[src/rtl/fpu_issue_ctrl_pkg.sv]
// -----------------------------------------------------------------------------
// fpu_issue_ctrl_pkg
// Shared FPU issue definitions: operation and exception types, the issue
// sequencer state enum, default execute latencies and the FCSR-writer
// classification used by the RAW-hazard logic.
// -----------------------------------------------------------------------------
package fpu_issue_ctrl_pkg;

  typedef logic [31:0] Inst_t;

  typedef enum logic [4:0] {
    FPU_OP_NOP,
    FPU_OP_ADD,
    FPU_OP_SUB,
    FPU_OP_MUL,
    FPU_OP_DIV,
    FPU_OP_SQRT,
    FPU_OP_COND,
    FPU_OP_CTC,
    FPU_OP_CFC,
    FPU_OP_MOV,
    FPU_OP_MOVF,
    FPU_OP_MOVT,
    FPU_OP_CVTW,
    FPU_OP_CEIL,
    FPU_OP_FLOOR,
    FPU_OP_ROUND,
    FPU_OP_TRUNC,
    FPU_OP_CVTS,
    FPU_OP_NEG,
    FPU_OP_ABS,
    FPU_OP_INVALID
  } FPUOper_t;

  typedef struct packed {
    logic unimpl;
    logic invalid;
    logic div_zero;
    logic overflow;
    logic underflow;
    logic inexact;
  } FPUExcept_t;

  typedef enum logic [1:0] {
    IDLE,
    EXEC,
    DONE
  } FpuIssueState_t;

  localparam int FPU_LAT_ADDSUB  = 2;
  localparam int FPU_LAT_MUL     = 2;
  localparam int FPU_LAT_DIV     = 6;
  localparam int FPU_LAT_SQRT    = 5;
  localparam int FPU_LAT_COND    = 2;
  localparam int FPU_LAT_DEFAULT = 1;
  localparam int FPU_CNT_W       = 3;

  // Ops that update FCSR/fcc; a following FCSR reader must wait for them.
  function automatic logic fpu_writes_fcsr(input FPUOper_t op);
    case (op)
      FPU_OP_COND, FPU_OP_CTC, FPU_OP_ADD, FPU_OP_SUB, FPU_OP_MUL,
      FPU_OP_DIV, FPU_OP_SQRT, FPU_OP_CVTW, FPU_OP_CEIL, FPU_OP_FLOOR,
      FPU_OP_ROUND, FPU_OP_TRUNC, FPU_OP_CVTS, FPU_OP_NEG,
      FPU_OP_ABS:  return 1'b1;
      default:     return 1'b0;
    endcase
  endfunction

endpackage

[src/rtl/fpu_issue_ctrl_lat_table.sv]
// -----------------------------------------------------------------------------
// fpu_lat_table
// Combinational op -> execute latency lookup (in cycles, CNT_W bits wide).
// Ports:
//   op  : FPU operation
//   lat : execute latency of op
// -----------------------------------------------------------------------------
module fpu_lat_table
  import fpu_issue_ctrl_pkg::*;
#(
  parameter int LAT_ADDSUB  = FPU_LAT_ADDSUB,
  parameter int LAT_MUL     = FPU_LAT_MUL,
  parameter int LAT_DIV     = FPU_LAT_DIV,
  parameter int LAT_SQRT    = FPU_LAT_SQRT,
  parameter int LAT_COND    = FPU_LAT_COND,
  parameter int LAT_DEFAULT = FPU_LAT_DEFAULT,
  parameter int CNT_W       = FPU_CNT_W
) (
  input  FPUOper_t         op,
  output logic [CNT_W-1:0] lat
);

  // NOTE: every output of a combinational block gets a default first so no
  // path through the case can leave it unassigned and infer a latch.
  always_comb begin
    lat = CNT_W'(LAT_DEFAULT);
    case (op)
      FPU_OP_ADD, FPU_OP_SUB: lat = CNT_W'(LAT_ADDSUB);
      FPU_OP_MUL:             lat = CNT_W'(LAT_MUL);
      FPU_OP_DIV:             lat = CNT_W'(LAT_DIV);
      FPU_OP_SQRT:            lat = CNT_W'(LAT_SQRT);
      FPU_OP_COND:            lat = CNT_W'(LAT_COND);
      default:                lat = CNT_W'(LAT_DEFAULT);
    endcase
  end

endmodule

[src/rtl/fpu_issue_ctrl.sv]
// -----------------------------------------------------------------------------
// fpu_issue_ctrl
// Single-issue sequencer between FPU issue and the FPU execute datapath.
// Accepts one op (req_*), holds it on ex_* for the op's fixed latency, captures
// the datapath result into a hold register and offers it on wb_* until the
// writeback handshake. Stalls issue on FPR RAW and FCSR-reader hazards.
// Ports:
//   clk, rst_n, flush                  : clock, async active-low reset, flush
//   req_valid/req_ready, req_*         : issue handshake and op fields
//   ex_op, ex_inst, ex_start, ex_flush : datapath control
//   ex_ret, ex_cpu_ret, ex_except,
//   ex_fcsr_we                         : datapath results
//   wb_valid/wb_ready, wb_*            : held result to writeback
//   busy                               : op in flight or result held
// -----------------------------------------------------------------------------
module fpu_issue_ctrl
  import fpu_issue_ctrl_pkg::*;
#(
  parameter int LAT_ADDSUB  = FPU_LAT_ADDSUB,
  parameter int LAT_MUL     = FPU_LAT_MUL,
  parameter int LAT_DIV     = FPU_LAT_DIV,
  parameter int LAT_SQRT    = FPU_LAT_SQRT,
  parameter int LAT_COND    = FPU_LAT_COND,
  parameter int LAT_DEFAULT = FPU_LAT_DEFAULT,
  parameter int CNT_W       = FPU_CNT_W
) (
  input  logic        clk,
  input  logic        rst_n,
  input  logic        flush,
  input  logic        req_valid,
  output logic        req_ready,
  input  FPUOper_t    req_op,
  input  Inst_t       req_inst,
  input  logic [4:0]  req_dest,
  input  logic        req_dest_we,
  input  logic [4:0]  req_src1,
  input  logic [4:0]  req_src2,
  input  logic        req_src1_re,
  input  logic        req_src2_re,
  input  logic        req_fcsr_rd,
  output FPUOper_t    ex_op,
  output Inst_t       ex_inst,
  output logic        ex_start,
  output logic        ex_flush,
  input  logic [31:0] ex_ret,
  input  logic [31:0] ex_cpu_ret,
  input  FPUExcept_t  ex_except,
  input  logic        ex_fcsr_we,
  output logic        wb_valid,
  input  logic        wb_ready,
  output logic [31:0] wb_ret,
  output logic [31:0] wb_cpu_ret,
  output FPUExcept_t  wb_except,
  output logic        wb_fcsr_we,
  output logic [4:0]  wb_dest,
  output logic        wb_dest_we,
  output logic        busy
);

  FpuIssueState_t   state_q;
  FPUOper_t         op_q;
  Inst_t            inst_q;
  logic [4:0]       dest_q;
  logic             dest_we_q;
  logic [CNT_W-1:0] cnt_q;
  logic [CNT_W-1:0] req_lat;

  logic in_flight;
  logic hazard;
  logic fire;
  logic retire;

  fpu_lat_table #(
    .LAT_ADDSUB  (LAT_ADDSUB),
    .LAT_MUL     (LAT_MUL),
    .LAT_DIV     (LAT_DIV),
    .LAT_SQRT    (LAT_SQRT),
    .LAT_COND    (LAT_COND),
    .LAT_DEFAULT (LAT_DEFAULT),
    .CNT_W       (CNT_W)
  ) u_lat (
    .op  (req_op),
    .lat (req_lat)
  );

  // A held result that writeback takes this cycle no longer blocks a reader.
  assign in_flight = (state_q == EXEC) || ((state_q == DONE) && !wb_ready);

  assign hazard = in_flight &&
                  ((dest_we_q && req_src1_re && (req_src1 == dest_q)) ||
                   (dest_we_q && req_src2_re && (req_src2 == dest_q)) ||
                   (req_fcsr_rd && fpu_writes_fcsr(op_q)));

  assign req_ready = !flush && !hazard &&
                     ((state_q == IDLE) || ((state_q == DONE) && wb_ready));
  assign fire      = req_valid && req_ready;
  assign retire    = (state_q == DONE) && wb_ready && !flush;

  assign ex_flush  = flush;
  assign ex_inst   = inst_q;
  assign busy      = (state_q != IDLE);

  // NOTE: state is updated with non-blocking assignments so every register
  // samples pre-edge values, independent of statement order in the block.
  always_ff @(posedge clk or negedge rst_n) begin
    if (!rst_n) begin
      state_q    <= IDLE;
      op_q       <= FPU_OP_NOP;
      inst_q     <= '0;
      dest_q     <= '0;
      dest_we_q  <= 1'b0;
      cnt_q      <= '0;
      ex_op      <= FPU_OP_NOP;
      ex_start   <= 1'b0;
      wb_valid   <= 1'b0;
      wb_ret     <= '0;
      wb_cpu_ret <= '0;
      wb_except  <= '0;
      wb_fcsr_we <= 1'b0;
      wb_dest    <= '0;
      wb_dest_we <= 1'b0;
    end else begin
      // fire is already gated by flush, so a start never follows a flush.
      ex_start <= fire;

      if (flush) begin
        state_q    <= IDLE;
        ex_op      <= FPU_OP_NOP;
        wb_valid   <= 1'b0;
        wb_dest_we <= 1'b0;
        wb_fcsr_we <= 1'b0;
      end else begin
        case (state_q)
          EXEC: begin
            if (cnt_q != '0) begin
              cnt_q <= cnt_q - 1'b1;
            end else begin
              wb_ret     <= ex_ret;
              wb_cpu_ret <= ex_cpu_ret;
              wb_except  <= ex_except;
              wb_fcsr_we <= ex_fcsr_we;
              wb_dest    <= dest_q;
              wb_dest_we <= dest_we_q;
              wb_valid   <= 1'b1;
              ex_op      <= FPU_OP_NOP;
              state_q    <= DONE;
            end
          end
          DONE: begin
            if (retire) begin
              wb_valid   <= 1'b0;
              wb_dest_we <= 1'b0;
              wb_fcsr_we <= 1'b0;
              state_q    <= IDLE;
            end
          end
          default: ;
        endcase

        // Accept from IDLE, or back-to-back from DONE on the retire cycle.
        if (fire) begin
          op_q      <= req_op;
          inst_q    <= req_inst;
          dest_q    <= req_dest;
          dest_we_q <= req_dest_we;
          cnt_q     <= req_lat - 1'b1;
          ex_op     <= req_op;
          state_q   <= EXEC;
        end
      end
    end
  end

endmodule

[config.mk]
export PLATFORM = sky130hd
export DESIGN_NAME = fpu_issue_ctrl
export DESIGN_NICKNAME = d
export VERILOG_FILES = /design/src/rtl/fpu_issue_ctrl_pkg.sv /design/src/rtl/fpu_issue_ctrl_lat_table.sv /design/src/rtl/fpu_issue_ctrl.sv
export SDC_FILE = /design/constraint.sdc
export NUM_CORES = 1
export LEC_CHECK = 0
export BUFFER_PORTS_ARGS = -buffer_cell sky130_fd_sc_hd__clkbuf_2
export CAP_MARGIN = 20
export CORE_MARGIN = 8
export CORE_UTILIZATION = 43
export CTS_BUF_LIST = sky130_fd_sc_hd__clkbuf_2
export DETAILED_ROUTE_END_ITERATION = 6
export GPL_TIMING_DRIVEN = 0
export PLACE_DENSITY_LB_ADDON = 0.05
export SETUP_SLACK_MARGIN = 0.5
export SLEW_MARGIN = 20
export SYNTH_ARGS = -nofsm -noshare
export SYNTH_HDL_FRONTEND = slang
export SYNTH_HIERARCHICAL = 1
export SYNTH_SLANG_ARGS = --single-unit
export TNS_END_PERCENT = 1
[constraint.sdc]
create_clock -name clk -period 2.3 [get_ports clk]
set_input_delay 0.345 -clock clk [delete_from_list [all_inputs] [get_ports clk]]
set_output_delay 0.345 -clock clk [all_outputs]
set_load 0.02 [all_outputs]
==> metrics.csv, run 1 <==
metric,value,unit
num rows,40,
Worst Max-Slew Pin Slew,488,ps
WL final,15300,um
final hold vios,0,
DRC Markers,0,
Syn Area/Cell,15.4,um^2
die width,127,um
"commonest non-fill, non-tap cell in the layout",clkbuf_2,
1st-iter DRT viols,148,
H-Tree Depth,4,
Pwr Density,1240,mW/mm^2
total congestion overflow,0,
CTS Sinks,132,
leading area contributor after synthesis,dfrtp_1,
root buf cell,clkbuf_2,
Crit Path Max Fanout,6,
Post-Syn Area,0.00531,mm^2
overall die height,127,um
gr usage total,19.7,%
CP Launch Type,register,
Gate Count Post-Synth,346,
Slew Limit Fails,0,
TritonCTS clock tree,built,
antenna violations before repair,0,
placed cells,765,
Rel. slew slack,67.5,%
most frequent cells in the layout,"clkbuf_2, dfrtp_1, dlygate4sd3_1",
layout net count,874,
CTS buffer count,17,
Clock Tree Buf Depth,2,
setup violators final,2,
Leak,4.18,nW
Net Switching,4.13,mW
worst setup path class,reg -> out,
vias per inst,4.65,
area delta synth->final,57.4,%
post-layout util,69.3,%
synth unique cells,32,
setup slack after layout,-62.2,ps
Routed wire per std cell,16.7,um
final cell count without fillers,918,
"Arr. time, crit path",2020,ps
"Net Count, Synth",482,
max-cap viol count,0,
Clk pwr share,12.3,%
sequential-to-total area share from yosys stat,62.2,%
R2R Setup Slk,-40,ps
die area,0.0162,mm^2
Worst Skew,23.2,ps
PortBufs,250,
RSZ-0062 raised after global routing,true,
number of global-route vias before repair,4897,
Post-DRT Antenna Nets,0,
status,finished with violations,
Fmax achieved,423,MHz
sw frac,39.9,%
VDD IR max,0.794,mV
Pre-Repair DR Iteration Count,4,
combinational fraction of design power,48.4,%
half-perimeter wire length after placement,10900,um
Pint,6.22,mW
Yosys warning count,6,
initial core utilization,44.1,%
"top cells by area, synth","dfrtp_1, mux2_2, xnor2_1, mux2i_1, ha_1",
diode count,0,
violated checks,negative setup slack,
"Power, Total",10.3,mW
largest net degree at the start of global routing,74,
Worst EP required,1960,ps
global-route wire length before repair,25100,um
I/O Pins,251,
routed vias,4265,
Hold Crit Class,in -> reg,
worst skew pair latency,670,ps
Final Cycle Share,103,%
core area,0.0121,mm^2
Yosys reg bits,132,
Final min period,2360,ps
Seq pwr share,39.2,%
Placer Congestion,0.755,
share of layout cells above drive strength 1,58.1,%
crit path capture type,output pin,
Yosys top cell area share,62.2,%
"Clk pin slew, worst setup/hold paths",160,ps
-- routing by layer --
metal / up-vias / GRT usage [%] / wire [um]
met3: 24 / 9.03 / 1340
met2: 163 / 34.9 / 8080
li1: 2001 / - / -
met1: 2077 / 19.9 / 5540
met4: 0 / 7.56 / 325
met5: - / 0 / 0
-- area by class of cell --
cell class,count,area [um^2]
Buffer,15,139
Clock buffer,23,115
Clock inverter,8,85.1
Fill cell,889,3700
Inverter,7,30.0
Multi-Input combinational cell,192,1970
Sequential cell,132,3300
Tap cell,168,210
Timing Repair Buffer,373,2510
-- synthesized netlist by cell type --
cell type / count
dfrtp_1: 132
mux2_2: 118
xnor2_1: 11
nor2_1: 10
buf_2: 8
inv_1: 7
mux2i_1: 7
nor3_1: 6
a22o_1: 5
buf_4: 4
ha_1: 4
a21oi_1: 3
and2b_1: 3
buf_6: 3
nand2_1: 3
a31oi_1: 2
nand3_1: 2
nand4_1: 2
o31ai_1: 2
xor2_1: 2
a211oi_2: 1
a31oi_4: 1
and2_1: 1
and3_1: 1
and3b_1: 1
nand2b_1: 1
nor2b_1: 1
nor4b_1: 1
o21ai_0: 1
o21ai_2: 1
o22a_1: 1
o31a_1: 1
-- state kept, by name, indices dropped and copies added (netlist names), 3 cells and up --
register    count
op_q            5
wb_except       6
wb_dest         5
cnt_q           3
ex_inst        32
wb_cpu_ret     32
wb_ret         32
ex_op           5
dest_q          5
-- kinds of logic after synthesis --
logic type | synth area share, %
AO/OA/AOI/OAI | 2.85
XOR/XNOR | 2.14
adder cells (fa/ha/maj) | 0.942
buffers and inverters | 2.45
flip-flops | 62.2
multiplexers | 26.3
AND/OR/NAND/NOR | 3.13
-- power groups by stage --
stage	Combinational (mW)	Sequential, mW	Clock [mW]
5_1_grt	5.36	4.23	1.43
3_3_place_gp	4.59	4.04	0
4_1_cts	4.98	4.05	1.34
3_5_place_dp	4.66	4.10	0
6_report	5.01	4.06	1.28
2_1_floorplan	1.78	5.27	0
-- final timing paths --
| path | start | to | cells past startpoint |
|---|---|---|---|
| min in group asynchronous | rst_n | wb_ret[22] | 2 |
| max | state_q[0] | req_ready | 7 |
| min | flush | cnt_q[1] | 4 |
| max reg2reg | state_q[0] | cnt_q[2] | 12 |
| min reg2reg | ex_inst[24] | ex_inst[24] | 1 |
| max in group asynchronous | rst_n | wb_cpu_ret[23] | 3 |
-- per-stage QoR --
step	hold slack, ps	setup TNS, ps	setup WS (ps)	cell area, um^2
floorplan	49.4	0	175	5340
global placement	485	-164250	-1260	6800
detailed placement	363	-84.5	-84.5	6830
CTS	23.8	-324	-157	8310
global route	42.6	-584	-299	8360
finish	140	-101	-62.2	8360
-- worst max-delay path, cell delays in order (launching register included) --
cell	delay, ps
dfrtp_1	400
inv_2	80
ha_4	180
and2b_2	230
nor2_2	160
a21oi_2	50
nor3_2	100
buf_4	160
-- timing repair --
item / in CTS / in global routing
hold buffers: 117 / 0
buffers inserted: 3 / 2
pin swaps: 8 / 2
gates resized for setup: 25 / 13
setup endpoints to repair: 132 / 134
hold endpoints to repair: 183 / 0
(Power assumes the default switching activity.)
==> run 2: changes to the inputs <==
--- a/config.mk
+++ b/config.mk
@@ -7,12 +7,13 @@
 export LEC_CHECK = 0
 export BUFFER_PORTS_ARGS = -buffer_cell sky130_fd_sc_hd__clkbuf_2
 export CAP_MARGIN = 20
+export CORE_ASPECT_RATIO = 0.6
 export CORE_MARGIN = 8
 export CORE_UTILIZATION = 43
 export CTS_BUF_LIST = sky130_fd_sc_hd__clkbuf_2
 export DETAILED_ROUTE_END_ITERATION = 6
 export GPL_TIMING_DRIVEN = 0
-export PLACE_DENSITY_LB_ADDON = 0.05
+export PLACE_DENSITY = 0.78
 export SETUP_SLACK_MARGIN = 0.5
 export SLEW_MARGIN = 20
 export SYNTH_ARGS = -nofsm -noshare
==> metrics.csv, run 2 (synthesized netlist as in run 1, its figures left out) <==
metric,value,unit
design area,0.00841,mm^2
RSZ-0062 raised after global routing,true,
core area,0.0121,mm^2
area delta synth->final,58.3,%
H-Tree Depth,4,
number of global-route vias before repair,5069,
WL final,17300,um
final cell count without fillers,924,
layout net count,880,
Placer Congestion,0.787,
largest delay contributor family on the critical path,simple AND/OR/NAND/NOR gates,
root buf cell,clkbuf_2,
R2R Setup Slk,-50,ps
die area,0.0163,mm^2
worst setup path class,reg -> reg,
CTS buffer count,17,
antenna violations before repair,0,
Post-DRT Antenna Nets,0,
routed vias,4474,
Clock Tree Buf Depth,2,
Final Cycle Share,102,%
slowest CP cell,dfrtp_1,
"Clk pin slew, worst setup/hold paths",210,ps
max-cap viol count,0,
Pre-Repair DR Iteration Count,4,
Worst Skew,44.1,ps
area post-placement,0.00683,mm^2
DRC Markers,0,
Rel. slew slack,60.5,%
initial core utilization,44.1,%
"commonest non-fill, non-tap cell in the layout",clkbuf_2,
die width,160,um
"Arr. time, crit path",2910,ps
"Critical Path, Cell by Cell",inv_2 > ha_4 > and2b_2 > nor2_2 > and3_1 > a31oi_4 > buf_6 > mux2i_4 > ha_2 > nand2_1 > xor2_1 > a21oi_1,
Pwr Density,1280,mW/mm^2
status,finished with violations,
Crit Path Max Fanout,9,
half-perimeter wire length after placement,11600,um
PortBufs,250,
Hold Crit Class,in -> reg,
worst skew pair latency,660,ps
setup slack after layout,-46.0,ps
CP Launch Type,register,
violated checks,negative setup slack,
gr usage total,21.3,%
I/O Pins,251,
Routed wire per std cell,18.7,um
worst path buffer plus inverter count,2,
TritonCTS clock tree,built,
VDD IR max,0.750,mV
num rows,31,
largest net degree at the start of global routing,85,
crit path capture type,register,
Fmax achieved,426,MHz
Slew Limit Fails,0,
CTS Sinks,132,
"slowest stage delay, CP",450,ps
Worst Max-Slew Pin Slew,589,ps
setup violators final,2,
Worst EP required,2860,ps
total congestion overflow,0,
overall die height,102,um
placed cells,762,
Leak,4.18,nW
share of layout cells above drive strength 1,58.8,%
most frequent cells in the layout,"clkbuf_2, dfrtp_1, mux2_2",
global-route wire length before repair,27300,um
1st-iter DRT viols,144,
vias per inst,4.84,
final hold vios,0,
Final min period,2350,ps
run 2: cell types whose count changed in the layout (fill, tap and decap cells not counted), moves of 3 or more:
cell,previous run,this run
clkbuf_2,270,267
buf_8,3,0
mux2_4,8,0
inv_6,0,4
clkinv_1,4,0
buf_2,0,5
mux2_2,110,118
run 2: path summary, 6_finish.rpt:
kind                               end         from  cells after the start
min                         state_q[1]        flush                      3
min reg2reg                ex_inst[11]  ex_inst[11]                      1
max                           cnt_q[2]   state_q[0]                     12
max reg2reg                   cnt_q[2]   state_q[0]                     12
min in group asynchronous     wb_valid        rst_n                      2
max in group asynchronous    wb_ret[5]        rst_n                      3
run 2: metal layers:
layer	vias up	wire length [um]	global-route usage, %
li1	2030	-	-
met1	2209	6700	23.6
met2	212	8580	36.9
met3	23	1710	9.49
met4	0	259	6.78
met5	-	0	0
run 2: report_power, final:
group	leakage [nW]	internal, mW	switching, mW	total, mW
Combinational	2.42	2.26	2.78	5.05
Clock	0.154	0.635	0.903	1.54
Sequential	1.61	3.43	0.725	4.16
run 2: area by class of cell:
| class | count | area (um^2) |
|---|---|---|
| Antenna cell | 2 | 5.00 |
| Multi-Input combinational cell | 192 | 1940 |
| Inverter | 7 | 26.3 |
| Timing Repair Buffer | 379 | 2540 |
| Fill cell | 826 | 3650 |
| Clock buffer | 19 | 95.1 |
| Buffer | 15 | 119 |
| Sequential cell | 132 | 3300 |
| Clock inverter | 13 | 173 |
| Tap cell | 165 | 206 |
run 2: tightest hold or removal path: stages:
cell	delay, ps
clkbuf_2	100
buf_4	160
nor3_1	70
run 2: metrics by stage:
| step | setup WS (ps) | total power [mW] | util [%] | hold slack, ps | TNS [ps] |
|---|---|---|---|---|---|
| floorplan | 175 | 7.05 | - | 49.4 | 0 |
| global placement | -1010 | 8.61 | 56.3 | 484 | -131420 |
| detailed placement | -183 | 8.83 | 56.6 | 317 | -233 |
| CTS | -100 | 10.6 | 69.1 | 4.41 | -167 |
| global route | -221 | 11.4 | 69.7 | 6.94 | -449 |
| finish | -46.0 | 10.7 | 69.7 | 84.3 | -68.3 |
run 2: what timing repair did:
item                                    4_1_cts  5_1_grt
hold endpoints to repair                    186        1
buffers inserted                              6        5
endpoints found under the setup margin      133      133
resized for setup                            13        5
pin swaps                                    10        5
hold buffers                                116        1
==> run 3: changes to the inputs <==
--- a/config.mk
+++ b/config.mk
@@ -5,15 +5,15 @@
 export SDC_FILE = /design/constraint.sdc
 export NUM_CORES = 1
 export LEC_CHECK = 0
-export BUFFER_PORTS_ARGS = -buffer_cell sky130_fd_sc_hd__clkbuf_2
 export CAP_MARGIN = 20
 export CORE_ASPECT_RATIO = 0.6
 export CORE_MARGIN = 8
-export CORE_UTILIZATION = 43
+export CORE_UTILIZATION = 51
 export CTS_BUF_LIST = sky130_fd_sc_hd__clkbuf_2
 export DETAILED_ROUTE_END_ITERATION = 6
+export DONT_BUFFER_PORTS = 1
 export GPL_TIMING_DRIVEN = 0
-export PLACE_DENSITY = 0.78
+export PLACE_DENSITY = 0.69
 export SETUP_SLACK_MARGIN = 0.5
 export SLEW_MARGIN = 20
 export SYNTH_ARGS = -nofsm -noshare
==> metrics.csv, run 3 <==
metric,value,unit
cts hold-fix bufs,105,
First Error,[ERROR RSZ-0060] Max buffer count reached.,
Synth async-reset ratio,100,%
Clock Tree Buf Depth,2,
synth unique cells,32,
"Net Count, Synth",482,
Syn Area/Cell,15.4,um^2
CTS buffer count,17,
sequential-to-total area share from yosys stat,62.2,%
status,did not finish,
"top cells by area, synth","dfrtp_1, mux2_2, xnor2_1, mux2i_1, ha_1",
initial core utilization,51.4,%
top-count cell post-synth,dfrtp_1,
Yosys warning count,6,
overall die height,95.1,um
root buf cell,clkbuf_2,
"Top FF cell, synth",dfrtp_1,
Post-Place Worst Slack,-124,ps
Yosys top cell area share,62.2,%
die width,148,um
num rows,29,
Post-Syn Area,0.00531,mm^2
CTS Sinks,132,
Placer Congestion,0.753,
PortBufs,0,
commonest cells in the netlist,"dfrtp_1, mux2_2, xnor2_1",
H-Tree Depth,4,
leading area contributor after synthesis,dfrtp_1,
Post-synth EDFFs,0,
post-CTS setup buffers,4,
Fail Step,clock tree synthesis (4_1_cts),
half-perimeter wire length after placement,9780,um
I/O Pins,251,
Yosys reg bits,132,
Gate Count Post-Synth,346,
post-cts sizing count,28,
run 3: cell counts after synthesis:
Identical to the previous run, type by type.
run 3: cell families after synthesis:
group           after synthesis  share of synthesized area [%]
compound gates               18                           2.85
xor+xnor                     13                           2.14
fa+ha+maj                     4                          0.942
buf+inv                      22                           2.45
flops                       132                           62.2
mux                         125                           26.3
simple gates                 32                           3.13
run 3: through the flow:
stage | instance area [um^2] | setup TNS [ps] | cells | util [%] | hold WS, ps
after detailed placement | 5510 | -125 | 485 | 53.3 | 52.0
after global placement | 5510 | -41.7 | 485 | 53.3 | 52.3
after floorplan | 5340 | 0 | 346 | - | 49.4
==> run 4: changes to the inputs <==
--- a/config.mk
+++ b/config.mk
@@ -6,15 +6,12 @@
 export NUM_CORES = 1
 export LEC_CHECK = 0
 export CAP_MARGIN = 20
-export CORE_ASPECT_RATIO = 0.6
 export CORE_MARGIN = 8
-export CORE_UTILIZATION = 51
-export CTS_BUF_LIST = sky130_fd_sc_hd__clkbuf_2
+export CORE_UTILIZATION = 36
 export DETAILED_ROUTE_END_ITERATION = 6
 export DONT_BUFFER_PORTS = 1
 export GPL_TIMING_DRIVEN = 0
-export PLACE_DENSITY = 0.69
-export SETUP_SLACK_MARGIN = 0.5
+export PLACE_DENSITY_LB_ADDON = 0.15
 export SLEW_MARGIN = 20
 export SYNTH_ARGS = -nofsm -noshare
 export SYNTH_HDL_FRONTEND = slang
==> constraint.sdc (replaced) <==
create_clock -name clk -period 2.99 [get_ports clk]
set_input_delay 0.4485 -clock clk [delete_from_list [all_inputs] [get_ports clk]]
set_output_delay 0.4485 -clock clk [all_outputs]
set_load 0.02 [all_outputs]
==> metrics.csv, run 4 (synthesized netlist as in run 1, its figures left out) <==
metric,value,unit
status,finished with violations,
violated checks,negative hold slack,
"slowest stage delay, CP",380,ps
Clk pwr share,27.4,%
"Clk pin slew, worst setup/hold paths",50,ps
global-route wire length before repair,18900,um
Worst EP required,3310,ps
WL final,12700,um
Worst Skew,7.44,ps
design area,0.00618,mm^2
Leak,2.73,nW
Routed wire per std cell,22.7,um
Hold Crit Class,in -> async,
die width,137,um
vias per inst,5.04,
final hold vios,132,
half-perimeter wire length after placement,9690,um
routed vias,2820,
share of layout cells above drive strength 1,44.1,%
Net Switching,2.93,mW
Pre-Repair DR Iteration Count,4,
root buf cell,clkbuf_16,
crit path capture type,register,
core area,0.0145,mm^2
CP Launch Type,register,
Post-Place Worst Slack,415,ps
slowest CP cell,dfrtp_1,
hold_ws,-261,ps
crit-path most repeated cell,ha_1,
antenna violations before repair,0,
num rows,44,
initial core utilization,36.7,%
"Critical Path, Cell by Cell",inv_1 > ha_1 > and2b_1 > nor2_1 > and3_1 > a31oi_4 > buf_6 > mux2i_1 > ha_1 > nand2_1 > xor2_1 > a21oi_1,
1st-iter DRT viols,106,
Final min period,2570,ps
worst setup path class,reg -> reg,
PortBufs,0,
post-CTS setup buffers,0,
"commonest non-fill, non-tap cell in the layout",dfrtp_1,
largest delay contributor family on the critical path,simple AND/OR/NAND/NOR gates,
"Arr. time, crit path",2900,ps
worst path buffer plus inverter count,2,
area post-placement,0.00554,mm^2
worst skew pair latency,400,ps
diode count,0,
post-cts sizing count,0,
Final Cycle Share,86.1,%
CTS Sinks,132,
most frequent cells in the layout,"dfrtp_1, mux2_2, clkbuf_16",
DRC Markers,0,
largest net degree at the start of global routing,133,
TritonCTS clock tree,built,
number of global-route vias before repair,3269,
I/O Pins,251,
gr usage total,13.4,%
total congestion overflow,0,
Pwr Density,1300,mW/mm^2
"Power, Total",8.02,mW
layout net count,501,
area delta synth->final,16.2,%
Seq pwr share,53.5,%
setup violators final,0,
CTS buffer count,17,
VDD IR max,0.476,mV
RSZ-0062 raised after global routing,false,
H-Tree Depth,4,
Fmax achieved,389,MHz
Rel. slew slack,55.5,%
max-cap viol count,0,
setup slack after layout,416,ps
Placer Congestion,0.724,
sw frac,36.6,%
Clock Tree Buf Depth,2,
R2R Setup Slk,420,ps
die area,0.0189,mm^2
overall die height,137,um
combinational fraction of design power,19.0,%
Post-DRT Antenna Nets,0,
Slew Limit Fails,0,
post-route setup TNS,0,ps
Worst Max-Slew Pin Slew,662,ps
Pint,5.08,mW
Crit Path Max Fanout,10,
[run 4: power groups by stage]
stage / combinational, mW / sequential, mW / clock [mW]
finish: 1.53 / 4.29 / 2.20
global placement: 1.49 / 4.36 / 0
floorplan: 1.35 / 4.05 / 0
CTS: 1.56 / 4.34 / 2.26
detailed placement: 1.57 / 4.35 / 0
global route: 1.69 / 4.43 / 2.33
[run 4: area by class of cell]
type	instances	area, um^2
clock buffer	21	480
multi-input combinational	192	1880
clock inverter	9	151
buffer	15	104
fill	1348	8300
sequential	132	3300
tap	184	230
inverter	7	26.3
[run 4: path summary, 6_finish.rpt]
| path | start | end | depth (start not counted) |
|---|---|---|---|
| max | state_q[0] | cnt_q[2] | 12 |
| min | rst_n | wb_ret[25] | 0 |
| max reg2reg | state_q[0] | cnt_q[2] | 12 |
| min reg2reg | op_q[3] | op_q[3] | 1 |
| max in group asynchronous | rst_n | wb_cpu_ret[25] | 0 |
| min in group clk | req_op[2] | ex_op[2] | 1 |
[run 4: stage by stage]
stage,cells,hold slack [ps],utilization [%]
after floorplan,346,153,-
after global placement,530,158,38.3
after detailed placement,530,158,38.3
after CTS,560,-285,42.7
after global routing,560,-294,42.7
final,560,-261,42.7
[run 4: metal layers]
layer / GRT usage [%] / vias to the layer above / wire length [um]
met1: 13.4 / 1384 / 4290
met5: 0 / - / 0
met3: 9.56 / 17 / 1970
li1: - / 1256 / -
met4: 6.16 / 0 / 271
met2: 20.8 / 163 / 6200
